### src/rtl/pc_fetch_unit.sv
// Program-counter fetch unit: holds the architectural PC, fetches 16-bit instruction words over a req/ack memory port and hands them to decode.
// Latency: ack at cycle t gives instr_valid at t+1; ready at cycle t gives the new curr_pc and imem_req at t+1 (minimum 2 cycles/instruction).
// Backpressure: an accepted instruction is held, with imem_req low, until instr_ready; halt stops new fetches but never cancels an outstanding one.
//
// Ports:
//   clk, rst_n            - rising-edge clock, asynchronous active-low reset
//   halt                  - suppresses the start of a new fetch
//   next_pc               - PC loaded on the decode handshake (from the PC-select mux)
//   imem_req/addr/ack/rdata - instruction memory handshake; imem_addr mirrors curr_pc
//   curr_pc, instr, instr_valid, instr_ready - decode-side hold/handshake
//   fetch_err             - one-cycle pulse when a request goes TIMEOUT cycles unanswered
//   fetch_count           - retired-fetch counter, live only when FETCH_PERF_CNT_EN is defined
//
// Parameters: RESET_PC (PC after reset), TIMEOUT (2..255, request cycles before fetch_err).
// Optional macro: FETCH_PERF_CNT_EN enables the fetch_count register; otherwise fetch_count is 0.
module pc_fetch_unit #(
   parameter logic [15:0] RESET_PC = 16'h0000,
   parameter int          TIMEOUT  = 16
) (
   input  logic        clk,
   input  logic        rst_n,
   input  logic        halt,
   input  logic [15:0] next_pc,
   output logic        imem_req,
   output logic [15:0] imem_addr,
   input  logic        imem_ack,
   input  logic [15:0] imem_rdata,
   output logic [15:0] curr_pc,
   output logic [15:0] instr,
   output logic        instr_valid,
   input  logic        instr_ready,
   output logic        fetch_err,
   output logic [15:0] fetch_count
);

   typedef enum logic [1:0] {
      S_IDLE  = 2'd0,
      S_FETCH = 2'd1,
      S_HOLD  = 2'd2
   } state_t;

   // Last count value before the timeout fires; counter starts at 0 on the first request cycle.
   localparam logic [7:0] TO_LAST = 8'(TIMEOUT - 1);

   state_t      state, state_nxt;
   logic [15:0] pc_q, pc_nxt;
   logic [15:0] instr_q, instr_nxt;
   logic [7:0]  cnt_q, cnt_nxt;
   logic        req_q, req_nxt;
   logic        vld_q, vld_nxt;
   logic        err_q, err_nxt;
   logic        handshake;

   assign handshake = vld_q & instr_ready;

   always_ff @(posedge clk or negedge rst_n) begin
      if (!rst_n) begin
         state   <= S_IDLE;
         pc_q    <= RESET_PC;
         instr_q <= 16'h0000;
         cnt_q   <= 8'd0;
         req_q   <= 1'b0;
         vld_q   <= 1'b0;
         err_q   <= 1'b0;
      end else begin
         state   <= state_nxt;
         pc_q    <= pc_nxt;
         instr_q <= instr_nxt;
         cnt_q   <= cnt_nxt;
         req_q   <= req_nxt;
         vld_q   <= vld_nxt;
         err_q   <= err_nxt;
      end
   end

   always_comb begin
      state_nxt = state;
      pc_nxt    = pc_q;
      instr_nxt = instr_q;
      cnt_nxt   = cnt_q;
      err_nxt   = 1'b0;

      case (state)
         S_IDLE: begin
            if (!halt) state_nxt = S_FETCH;
         end
         S_FETCH: begin
            // An ack always wins over a timeout expiring in the same cycle.
            if (imem_ack) begin
               instr_nxt = imem_rdata;
               cnt_nxt   = 8'd0;
               state_nxt = S_HOLD;
            end else if (cnt_q == TO_LAST) begin
               // Flag the timeout and keep requesting the same address.
               err_nxt = 1'b1;
               cnt_nxt = 8'd0;
            end else begin
               cnt_nxt = cnt_q + 8'd1;
            end
         end
         S_HOLD: begin
            // Halt only matters at the handshake; without ready we hold forever.
            if (handshake) begin
               pc_nxt    = next_pc;
               state_nxt = halt ? S_IDLE : S_FETCH;
            end
         end
         default: begin
            state_nxt = S_IDLE;
         end
      endcase

      // Request/valid are registered copies of the next state so they change with it.
      req_nxt = (state_nxt == S_FETCH);
      vld_nxt = (state_nxt == S_HOLD);
   end

   assign imem_req    = req_q;
   assign imem_addr   = pc_q;
   assign curr_pc     = pc_q;
   assign instr       = instr_q;
   assign instr_valid = vld_q;
   assign fetch_err   = err_q;

`ifdef FETCH_PERF_CNT_EN
   logic [15:0] perf_q;

   always_ff @(posedge clk or negedge rst_n) begin
      if (!rst_n) begin
         perf_q <= 16'h0000;
      end else if (handshake) begin
         perf_q <= perf_q + 16'd1;
      end
   end

   assign fetch_count = perf_q;
`else
   assign fetch_count = 16'h0000;
`endif

endmodule
### config.mk
export PLATFORM = sky130hd
export DESIGN_NAME = pc_fetch_unit
export DESIGN_NICKNAME = d
export VERILOG_FILES = /design/src/rtl/pc_fetch_unit.sv
export SDC_FILE = /design/constraint.sdc
export NUM_CORES = 1
export LEC_CHECK = 0
export CORE_ASPECT_RATIO = 2
export CORE_UTILIZATION = 25
export DETAILED_ROUTE_END_ITERATION = 10
export GPL_ROUTABILITY_DRIVEN = 1
export HOLD_SLACK_MARGIN = 0.1
export MAX_ROUTING_LAYER = met4
export PLACE_DENSITY_LB_ADDON = 0.05
export RECOVER_POWER = 100
export SYNTH_ARGS = -nofsm -noshare
export SYNTH_HDL_FRONTEND = slang
export SYNTH_SLANG_ARGS = --single-unit
export TNS_END_PERCENT = 50
### constraint.sdc
create_clock -name clk -period 1.92 [get_ports clk]
set_input_delay 0.576 -clock clk [delete_from_list [all_inputs] [get_ports clk]]
set_output_delay 0.576 -clock clk [all_outputs]
set_load 0.05 [all_outputs]
==> qor.yml <==
sta:
  rsz0062_at_grt: "no"
  finalSetupViolCount: 0
  layout_min_cycle_time_ps: 1751
  tightestPinTransition_ps: 1148
  finalMaxSlewViolations: 0
  finalClockSkew_ps: 2.328
  hold_violations: 0
  max_freq_mhz: 571.2
  fin_crit_sh_pct: 91.19
  max-slew-margin-rel_pct: 23.48
layout:
  drive_above_1_share_pct: 17.20
  mostFrequentLayoutCell: "clkbuf_1"
  fin_nets: 289
  area_growth_pct: 27.24
  final_cell_area_um2: 2759
  antennaDiodeCount: 0
  final_util_pct: 33.04
  num-fill-cells: 934
  layout_common_cells: "52 x clkbuf_1, 45 x dfrtp_1, 34 x clkdlybuf4s50_1"
die:
  core_area_um2: 8351
  dieArea_um2: 9073
  row_count: 47
  initial_core_util_pct: 25.97
  fp.dieH_um: 133.7
  ios: 104
  chipWidth_um: 67.86
setup_path:
  worstReg2RegEnd: "cnt_q[0]"
  end_kind: "flip-flop"
  cp_data_required_time_ps: 2080
  cp_max_fo: 7
  rrSetupSlack_ps: 300
  arrival_ps: 1910
  critical_path_class: "input port to flip-flop"
  crit_start: "imem_ack"
  crit_path_end: "cnt_q[6]"
  ff2ff_path_depth: 3
  crit-reg2reg-launch: "cnt_q[6]"
  start_kind: "input port"
global_routing:
  grt_pass1_vias: 1489
  grt_max_degree: 46
  grt_overflow_total: 0
  antenna_found_initial: 0
  grt_pass1_wl_um: 7852
  grt_usage_pct: 12.35
detailed_routing:
  wl_um: 5188
  routedWlPerCell_um: 14.91
  first_iter_violations: 82
  viasPerCell: 4.351
  route.antenna.remaining_nets: 0
  drc: 0
  dr.pass1.iters: 4
  dr_total_vias: 1514
logic_synthesis:
  synth_top_area_cell: "dfrtp_1"
  synth_area_leaders: "dfrtp_1 52%, mux2_2 12%, buf_4 11%"
  ys_ff_latch: 45
  ys_warn_count: 0
  synth_top_area_share_pct: 51.93
  synth.cell_area_um2: 2168
  netlist_instances: 171
  synth_cell_types: 38
  syn_area_per_cell_um2: 12.68
  ys_seq_area_share_pct: 51.93
cts:
  cts_tree: "done"
  clockBufferDepth: 2
  clk_latency_ps: 280
  cts_buffers: 5
  clkSinkCount: 45
  path_clk_slew_ps: 60
  post_cts_resized: 0
  cts_max_level: 2
  hold_buffers: 0
  clockRootBuffer: "clkbuf_16"
  cts_setup_buffers: 0
outcome:
  status: "completed"
run:
  max_cap_violations: 0
placement:
  gp_congestion: 0.7325
  hpwl_um: 3863
  place_area_um2: 2888
  port_buffers: 87
worst_hold_path:
  hold_class: "flip-flop to flip-flop"
-- sequential cells by signal, indices dropped and copies added (netlist names) --
name / flops
fetch_err: 1
cnt_q: 8
imem_req: 1
curr_pc: 16
instr_valid: 1
instr: 16
state: 2
-- critical path, cell delays in order --
cell           delay, ps
dlygate4sd3_1        650
or3_1                390
o311ai_0             300
-- metal layers --
metal / routed length (µm) / track usage [%]
met1: 1849 / 12.76
met2: 2885 / 21.18
met3: 352 / 2.997
met4: 101 / 5.556
met5: 0 / -
-- Yosys cell counts, drive strengths merged --
master,n
a22o,3
nor2,2
dfrtp,45
o311ai,2
ha,1
inv,1
nand4,1
nand4b,1
o211ai,1
o31ai,1
or2,1
nor3b,1
a21boi,1
a2bb2oi,1
conb,1
o21ai,7
nand3,3
a22oi,1
clkbuf,1
and2b,1
a21oi,1
a41o,1
buf,36
mux2i,1
nor2b,3
mux2,32
nor4bb,1
nand2b,3
nand2,12
and4,1
or3,3
nor3,1
-- area by class of cell --
| cell class | instances | area (µm²) | area share, % |
|---|---|---|---|
| sequential | 45 | 1126 | 40.82 |
| multi-input combinational | 103 | 780.7 | 28.30 |
| timing repair buffer | 95 | 595.6 | 21.59 |
| clock buffer | 5 | 125.1 | 4.535 |
| tap | 98 | 122.6 | 4.444 |
| clock inverter | 1 | 5.005 | 0.1814 |
| inverter | 1 | 3.754 | 0.1361 |
-- worst min-delay path by stage --
| stage | from | to | slack [ps] | cells past startpoint |
|---|---|---|---|---|
| 2_1_floorplan | rst_n | cnt_q[0] | 280 | 0 |
| 3_5_place_dp | instr[14] | instr[14] | 500 | 1 |
| 6_report | instr[14] | instr[14] | 490 | 1 |
| 4_1_cts | rst_n | curr_pc[11] | 280 | 2 |
| 5_1_grt | instr[15] | instr[15] | 520 | 1 |
| 3_3_place_gp | instr[6] | instr[6] | 490 | 1 |
-- through the flow --
step                TNS (ps)  hold WS [ps]  std cells  setup slack, ps
finish                     0         491.6        348            169.2
global route               0         523.7        348            125.7
CTS                        0         275.2        348            244.3
detailed placement    -791.9         497.9        342           -56.13
global placement      -493.0         491.7        342           -32.88
floorplan                  0         280.4        186            361.4
-- logic make-up (layout without fill, tap and decap cells) --
| group | after synthesis | count (layout) | synth area share [%] |
|---|---|---|---|
| DFF | 45 | 45 | 51.93 |
| buffers and inverters | 38 | 102 | 12.64 |
| and+or+nand+nor | 34 | 34 | 10.10 |
| muxes | 33 | 33 | 18.47 |
| AOI/OAI and AO/OA | 19 | 19 | 6.117 |
| adders and majority gates | 1 | 1 | 0.5769 |
| other | 1 | 16 | 0.1729 |
Power is not shown: default switching activity piles up to over one toggle a cycle in this logic, so the estimate is an artifact.
